### src/rtl/sd_clkdiv_pkg.sv
// Shared types and default sizing for the SD clock divider.
//   sd_clk_state_e : controller state (STOPPED, RUN, INIT)
//   DEFAULT_*      : default parameter values for the divider blocks
package sd_clkdiv_pkg;

  localparam int unsigned DEFAULT_DIV_W       = 8;
  localparam int unsigned DEFAULT_INIT_CYCLES = 80;
  localparam int unsigned DEFAULT_INIT_CNT_W  = 16;

  typedef enum logic [1:0] {
    STOPPED = 2'd0,
    RUN     = 2'd1,
    INIT    = 2'd2
  } sd_clk_state_e;

endpackage

### src/rtl/sd_clkdiv_counter.sv
// Half-period counter with boundary detect and the active-divider register.
//   CLK, RST   : clock, synchronous active-high reset
//   run        : count enable; counter is held at 0 while low
//   divider    : requested half-period minus 1, sampled at boundaries
//   div_active : divider value governing the current half-period
//   boundary_c : combinational, high in the last cycle of a half-period
module sd_clkdiv_counter
  import sd_clkdiv_pkg::*;
#(
  parameter int unsigned DIV_W = DEFAULT_DIV_W
) (
  input  logic             CLK,
  input  logic             RST,
  input  logic             run,
  input  logic [DIV_W-1:0] divider,
  output logic [DIV_W-1:0] div_active,
  output logic             boundary_c
);

  logic [DIV_W-1:0] count;

  assign boundary_c = run && (count == div_active);

  // New divider only takes effect at a half-period edge, so phases never get cut short.
  always_ff @(posedge CLK) begin
    if (RST) begin
      count      <= '0;
      div_active <= divider;
    end else if (!run) begin
      count <= '0;
    end else if (boundary_c) begin
      count      <= '0;
      div_active <= divider;
    end else begin
      count <= count + DIV_W'(1);
    end
  end

endmodule

### src/rtl/sd_clock_divider_ctrl.sv
// SD card clock generator: even divide of CLK, glitch-free divider changes,
// low-parked stop/start and an automatic power-up burst.
//   CLK, RST    : clock, synchronous active-high reset
//   DIVIDER     : half-period minus 1 (half-period = DIVIDER+1 CLK cycles)
//   CLK_EN      : request a free-running SD_CLK
//   INIT_REQ    : pulse to start a burst of INIT_CYCLES SD_CLK periods
//   SD_CLK      : divided clock (registered)
//   SD_CLK_RISE : high in the first cycle SD_CLK reads 1
//   SD_CLK_FALL : high in the first cycle SD_CLK reads 0 after being 1
//   CLK_RUNNING : state is RUN or INIT
//   INIT_BUSY   : state is INIT
//   INIT_DONE   : pulse coincident with the final FALL of the burst
//   DIV_ACTIVE  : divider value currently in effect
module sd_clock_divider_ctrl
  import sd_clkdiv_pkg::*;
#(
  parameter int unsigned DIV_W       = DEFAULT_DIV_W,
  parameter int unsigned INIT_CYCLES = DEFAULT_INIT_CYCLES,
  parameter int unsigned INIT_CNT_W  = DEFAULT_INIT_CNT_W
) (
  input  logic             CLK,
  input  logic             RST,
  input  logic [DIV_W-1:0] DIVIDER,
  input  logic             CLK_EN,
  input  logic             INIT_REQ,
  output logic             SD_CLK,
  output logic             SD_CLK_RISE,
  output logic             SD_CLK_FALL,
  output logic             CLK_RUNNING,
  output logic             INIT_BUSY,
  output logic             INIT_DONE,
  output logic [DIV_W-1:0] DIV_ACTIVE
);

  localparam logic [INIT_CNT_W-1:0] LAST_PERIOD = INIT_CNT_W'(INIT_CYCLES - 1);

  sd_clk_state_e         state;
  logic [INIT_CNT_W-1:0] init_cnt;
  logic                  boundary_c;

  sd_clkdiv_counter #(
    .DIV_W (DIV_W)
  ) u_counter (
    .CLK        (CLK),
    .RST        (RST),
    .run        (state != STOPPED),
    .divider    (DIVIDER),
    .div_active (DIV_ACTIVE),
    .boundary_c (boundary_c)
  );

  // Controller FSM, burst period counter and edge strobes.
  always_ff @(posedge CLK) begin
    if (RST) begin
      state       <= STOPPED;
      init_cnt    <= '0;
      SD_CLK      <= 1'b0;
      SD_CLK_RISE <= 1'b0;
      SD_CLK_FALL <= 1'b0;
      CLK_RUNNING <= 1'b0;
      INIT_BUSY   <= 1'b0;
      INIT_DONE   <= 1'b0;
    end else begin
      SD_CLK_RISE <= 1'b0;
      SD_CLK_FALL <= 1'b0;
      INIT_DONE   <= 1'b0;
      case (state)
        STOPPED: begin
          if (INIT_REQ) begin
            state       <= INIT;
            init_cnt    <= '0;
            CLK_RUNNING <= 1'b1;
            INIT_BUSY   <= 1'b1;
          end else if (CLK_EN) begin
            state       <= RUN;
            CLK_RUNNING <= 1'b1;
          end
        end
        RUN: begin
          if (boundary_c) begin
            if (!CLK_EN) begin
              // Stop only at a boundary so the high phase is never shortened.
              state       <= STOPPED;
              CLK_RUNNING <= 1'b0;
              if (SD_CLK) begin
                SD_CLK      <= 1'b0;
                SD_CLK_FALL <= 1'b1;
              end
            end else begin
              SD_CLK      <= ~SD_CLK;
              SD_CLK_RISE <= ~SD_CLK;
              SD_CLK_FALL <= SD_CLK;
            end
          end
        end
        INIT: begin
          if (boundary_c) begin
            SD_CLK <= ~SD_CLK;
            if (SD_CLK) begin
              SD_CLK_FALL <= 1'b1;
              if (init_cnt == LAST_PERIOD) begin
                INIT_DONE   <= 1'b1;
                INIT_BUSY   <= 1'b0;
                CLK_RUNNING <= CLK_EN;
                state       <= CLK_EN ? RUN : STOPPED;
              end else begin
                init_cnt <= init_cnt + INIT_CNT_W'(1);
              end
            end else begin
              SD_CLK_RISE <= 1'b1;
            end
          end
        end
        default: begin
          state       <= STOPPED;
          SD_CLK      <= 1'b0;
          CLK_RUNNING <= 1'b0;
          INIT_BUSY   <= 1'b0;
        end
      endcase
    end
  end

endmodule

### config.mk
export PLATFORM = sky130hd
export DESIGN_NAME = sd_clock_divider_ctrl
export DESIGN_NICKNAME = d
export VERILOG_FILES = /design/src/rtl/sd_clkdiv_pkg.sv /design/src/rtl/sd_clkdiv_counter.sv /design/src/rtl/sd_clock_divider_ctrl.sv
export SDC_FILE = /design/constraint.sdc
export NUM_CORES = 1
export LEC_CHECK = 0
export ABC_AREA = 0
export CORE_AREA = 5 5 66 68
export CTS_BUF_LIST = sky130_fd_sc_hd__clkbuf_8 sky130_fd_sc_hd__clkbuf_16
export CTS_CLUSTER_DIAMETER = 150
export DETAILED_ROUTE_END_ITERATION = 6
export DIE_AREA = 0 0 71 73
export HOLD_SLACK_MARGIN = 0.05
export PLACE_DENSITY = 0.77
export RECOVER_POWER = 100
export SLEW_MARGIN = 0
export SYNTH_ARGS = -nofsm -noshare
export SYNTH_HDL_FRONTEND = slang
export SYNTH_SLANG_ARGS = --single-unit
### constraint.sdc
create_clock -name CLK -period 2.3 [get_ports CLK]
set_clock_uncertainty 0.15 [all_clocks]
set_input_delay 0.345 -clock CLK [delete_from_list [all_inputs] [get_ports CLK]]
set_output_delay 0.345 -clock CLK [all_outputs]
set_load 0.02 [all_outputs]
## Yosys cells after proc, flatten, opt, wreduce, memory -nomap -nowiden

Cells that the tools add are included.

| word-level totals | value |
|---|---|
| register bits | 40 |
| input port bits | 12 |
| output and inout port bits | 14 |

| cells by class | value |
|---|---|
| add/subtract/negate cells | 2 |
| equality and inequality tests | 12 |
| muxes and demuxes | 44 |
| bitwise gates (word level) | 6 |
| reductions and logical operators | 13 |

Operator list:

| kind | count |
|---|---|
| 16-bit 2-to-1 mux | 4 |
| 16-bit one-hot mux with 2 select lines | 1 |
| 8-bit 2-to-1 mux | 3 |
| 1-bit 2-to-1 mux | 23 |
| 16-bit by 1-bit adder with 16-bit output (second input constant) | 1 |
| 16-bit by 7-bit equality test with 1-bit output (second input constant) | 1 |
| 2-bit 2-to-1 mux | 7 |
| 2-bit != test (second input constant) | 7 |
| 5-bit AND reduction | 2 |
| 1-bit one-hot mux with 3 select lines | 3 |
| 8-bit by 1-bit adder with 8-bit output (second input constant) | 1 |
| 8-bit equality test | 1 |
| 2-bit nonzero test | 4 |
| 1-bit NOT | 6 |
| 2-bit one-hot mux with 3 select lines | 1 |
| 6-bit AND reduction | 1 |
| 1-bit one-hot mux with 2 select lines | 2 |
| 4-bit OR reduction | 1 |
| 3-bit != test (second input constant) | 1 |
| 3-bit AND reduction | 1 |
| 3-bit OR reduction | 1 |
| 2-bit by 1-bit equality test with 1-bit output (second input constant) | 1 |
| 2-bit equality test (second input constant) | 1 |
| 2-bit zero test | 1 |
| other kinds (2) | 2 |

## Depth between registers and ports, before layout

| depth | value |
|---|---|
| depth after elaboration | 5 |
| mapped depth | 8 |
| mapped depth without buffers | 7 |

## Hierarchy

From an unflattened synthesis, not the netlist that was laid out.

| second synthesis, totals | value |
|---|---|
| cells, all modules | 226 |
| area, all modules | 2163.3 um2 |

Modules (own cells, without submodules):

| module | times used | cells an instance | area an instance (um2) |
|---|---|---|---|
| sd_clock_divider_ctrl | 1 | 169 | 1432.6 |
| sd_clkdiv_counter | 1 | 57 | 730.7 |

## Worst setup path after synthesis

Ideal clock, no wire load.

| timing | value |
|---|---|
| kind | register -> register |
| from | register u_counter.div_active[3] |
| to | register state[0] |
| library setup time | 0.122 ns |
| data arrival time | 1.808 ns |
| data required time | 2.028 ns |
| slack | 0.221 ns |
| cell stages (with the launch flop) | 7 |
| period minus slack after synthesis | 2.079 ns |
| path through | edfxtp_1 xnor2_1 nand3_1 nor4_4 buf_4 a31oi_1 o311a_1 |

| on the way | value |
|---|---|
| cells in the longest elaborated chain, start to end | 4 |
| elaborated cells on any way between the ends | 5 |
| those cells by class | eq/ne: 3; reduce/logical: 2 |

Ends and longest elaborated chain:

| what | RTL line | source |
|---|---|---|
| start: declaration | sd_clkdiv_counter.sv:16 | `output logic [DIV_W-1:0] div_active,` |
| start signal: assignment | sd_clkdiv_counter.sv:28 | `div_active <= divider;` |
| start signal: assignment | sd_clkdiv_counter.sv:33 | `div_active <= divider;` |
| 8-bit equality test (*) | sd_clkdiv_counter.sv:22 | `assign boundary_c = run && (count == div_active);` |
| 1-bit logical AND (*) | sd_clkdiv_counter.sv:22 |  |
| 2-bit != test (no line) | n/a |  |
| 6-bit AND reduction (no line) (*) | n/a |  |
| end signal: assignment | sd_clock_divider_ctrl.sv:105 | `state <= CLK_EN ? RUN : STOPPED;` |
| end: declaration | sd_clock_divider_ctrl.sv:37 | `sd_clk_state_e state;` |

Mark *: on every way between the ends. The rest lies on a longest branch, timed or not.
A chain may end at the register's enable or synchronous reset.

## Worst setup path after layout

| timing | value |
|---|---|
| from | register state[1] |
| to | register init_cnt[8] |

| on the way | value |
|---|---|
| cells in the longest elaborated chain, start to end | 4 |
| elaborated cells on any way between the ends | 11 |
| those cells by class | eq/ne: 5; mux: 1; reduce/logical: 5 |

Ends and longest elaborated chain:

| what | RTL line | source |
|---|---|---|
| 2-bit nonzero test | sd_clock_divider_ctrl.sv:46 | `.run (state != STOPPED),` |
| 1-bit logical AND | sd_clkdiv_counter.sv:22 |  |
| 2-bit != test (no line) | n/a |  |
| 5-bit AND reduction (no line) | n/a |  |
| end signal: assignment | sd_clock_divider_ctrl.sv:107 | `init_cnt <= init_cnt + INIT_CNT_W'(1);` |
| end: declaration | sd_clock_divider_ctrl.sv:38 | `logic [INIT_CNT_W-1:0] init_cnt;` |

Several ways; a longest one is shown, not always the timed one.

==> out/results.txt <==
Die height = 73 um
Endpoints failing hold = 0
Worst slew margin = 57.5%
Htree depth = 2
First-pass DRT Iterations = 4
Initial core utilization = 50.6%
Post-CTS Repair Setup Buffers = 0
N_diodes = 0
CP arrival = 2160 ps
FMAX = 467 MHz
Antenna viol nets, final = 0
Die ar. = 5180 sq um
Outcome = completed
Worst vdd ir = 0.619 mV
Filler cells = 340
Fin crit period = 2140 ps
Layout cells sized above 1 = 11.4%
Num CTS Buffers = 5
Asr flop ratio synth = 0%
Crit Reg-Reg Startpoint = state[1]
Number of core rows = 23
GRT Util Overall = 17.1%
Min-Delay Path Depth = 1
# setup viols final = 0
#FFs+latches synth = 40
Initial antenna violation count = 0
Top Ports = 26
Clk_lat worst skew = 290 ps
Crit. End Element = register
Pin count of the biggest net entering global routing = 15
Slew @ Worst Pin = 638 ps
R2R setup slack = 160 ps
RSZ-0062 raised after global routing = false
Sequential area share after synthesis = 45.8%
Core area = 3800 sq um
Hold path endpoint = u_counter.count[0]
Detail-routed via count per cell = 5.69
Placed Cells = 288
Post-Syn Area per Cell = 9.25 sq um
Commonest non-fill, non-tap cell in the layout = dfxtp_1
First-pass GRT wire length = 7.17 mm
Worst hold path class = register to register
TritonCTS clock tree = built
Clock Sinks = 40
Number of flops mapped to enable cells by yosys = 8
Post-DP HPWL = 3.17 mm
Reg2reg end = init_cnt[8]
Post-CTS Hold Fix Bufs = 0
CP Launch Type = register
Maximum clock insertion buffer count = 2
CP required = 2320 ps
Clock Tree Root = clkbuf_8
Initial DRC Count = 143
# resized after CTS = 0
Warnings from Yosys = 0
Syn_nets = 225
R2R depth = 8
Yosys cell types = 42
Lkg Pwr = 0.869 nW
Hold WS = 331 ps
Routability cong. = 0.858
Area delta synth->final = 24.9%
Global route overflow = 0
Final max-slew violation count = 0
Worst Path Max Fanout = 14
Drt drc = 0
Worst Hold Launch = u_counter.count[0]
Critical path class = register to register
Gate count of the mapped netlist = 208
Clock transition at path regs = 80 ps
Post-synthesis instance area = 1920 sq um
Max-Cap Viols = 0
Buffers added on ports = 25
Final net count = 262
DIE WIDTH = 71 um
Routed vias = 1683
Synth Flop Type = dfxtp_1
Number of global-route vias before repair = 1530
Routed len/inst = 14.3 um
Fin cells = 296
Period utilisation layout = 93.1%
Final WL = 4.23 mm
Most frequent cells in the layout = 32 x dfxtp_1, 22 x dlygate4sd3_1, 18 x nor2_1
Setup TNS = 0 ps
PwrDens = 791 nW/um^2
-- metal layers --
layer / up-vias / global-route usage [%] / wire, um
met1: 779 / 22.9 / 1940
met4: 0 / 7.52 / 59
met2: 57 / 26.2 / 1970
met3: 7 / 4.13 / 261
li1: 840 / - / -
met5: - / 0 / 0
-- synthesized netlist by cell type (all sizes together), types with 4 or more instances --
library cell | number | area, sq um
a21oi | 12 | 60.1
a31oi | 4 | 25.0
clkbuf | 6 | 22.5
dfxtp | 32 | 641
edfxtp | 8 | 240
ha | 5 | 62.6
inv | 10 | 37.5
nand2 | 14 | 52.6
nand3 | 11 | 60.1
nand4 | 7 | 50.1
nor2 | 18 | 67.6
nor4 | 5 | 46.3
o211ai | 8 | 60.1
o21ai | 10 | 50.1
o31ai | 10 | 75.1
xnor2 | 10 | 87.6
xor2 | 4 | 35.0
-- state kept, by name, indices dropped and copies added (netlist names) --
name and flops:
u_counter.count 8, INIT_BUSY 1, u_counter.div_active 8, state 2, CLK_RUNNING 1, SD_CLK_FALL 1, init_cnt 16, SD_CLK 1
INIT_DONE 1, SD_CLK_RISE 1
-- cell families (layout without fill, tap and decap cells) --
family | Yosys count | in the layout | synth area share, %
AND/OR/NAND/NOR | 76 | 76 | 21.9
AO/OA/AOI/OAI | 55 | 55 | 18.9
flip-flops | 40 | 40 | 45.8
buffers and inverters | 18 | 56 | 3.77
XOR/XNOR | 14 | 14 | 6.38
adder cells (fa/ha/maj) | 5 | 5 | 3.25
-- how the worst max path moves through the flow --
stage,start,slack (ps),cells after the start,end
final,state[1],160,8,init_cnt[8]
after global routing,state[1],20,6,state[0]
after CTS,state[1],180,6,state[0]
after detailed placement,INIT_REQ,150,6,init_cnt[9]
after global placement,INIT_REQ,170,6,init_cnt[9]
after floorplan,u_counter.div_active[3],220,6,state[0]
-- layout make-up --
class / count / area, sq um / area share (%)
Inverter: 10 / 37.5 / 1.56
Tap cell: 50 / 62.6 / 2.61
Clock inverter: 3 / 42.5 / 1.77
Timing Repair Buffer: 38 / 339 / 14.1
Multi-Input combinational cell: 150 / 970 / 40.4
Sequential cell: 40 / 881 / 36.7
Clock buffer: 5 / 68.8 / 2.87
-- power breakdown --
part	internal [mW]	total (mW)	switching [mW]
Sequential	0.760	0.791	0.0305
Combinational	0.223	0.544	0.321
Clock	0.321	0.564	0.243
Total	1.30	1.90	0.595
-- through the flow --
stage               setup WS (ps)  utilization [%]  power [mW]  cell area, sq um
floorplan                     221                -        1.16              1920
global placement              174             60.5        1.35              2300
detailed placement            154             60.5        1.36              2300
CTS                           181             63.4        1.93              2410
global route                 17.3             63.2        2.01              2400
finish                        158             63.2        1.90              2400
-- worst max-delay path, stage by stage (launching register included) --
cell,delay (ps)
dfxtp_1,360
inv_1,70
ha_1,300
nor4_4,300
buf_4,220
nand3_2,150
clkbuf_2,190
o211ai_1,180
o31ai_1,100
Note: power is estimated with default switching activity, not from simulation.
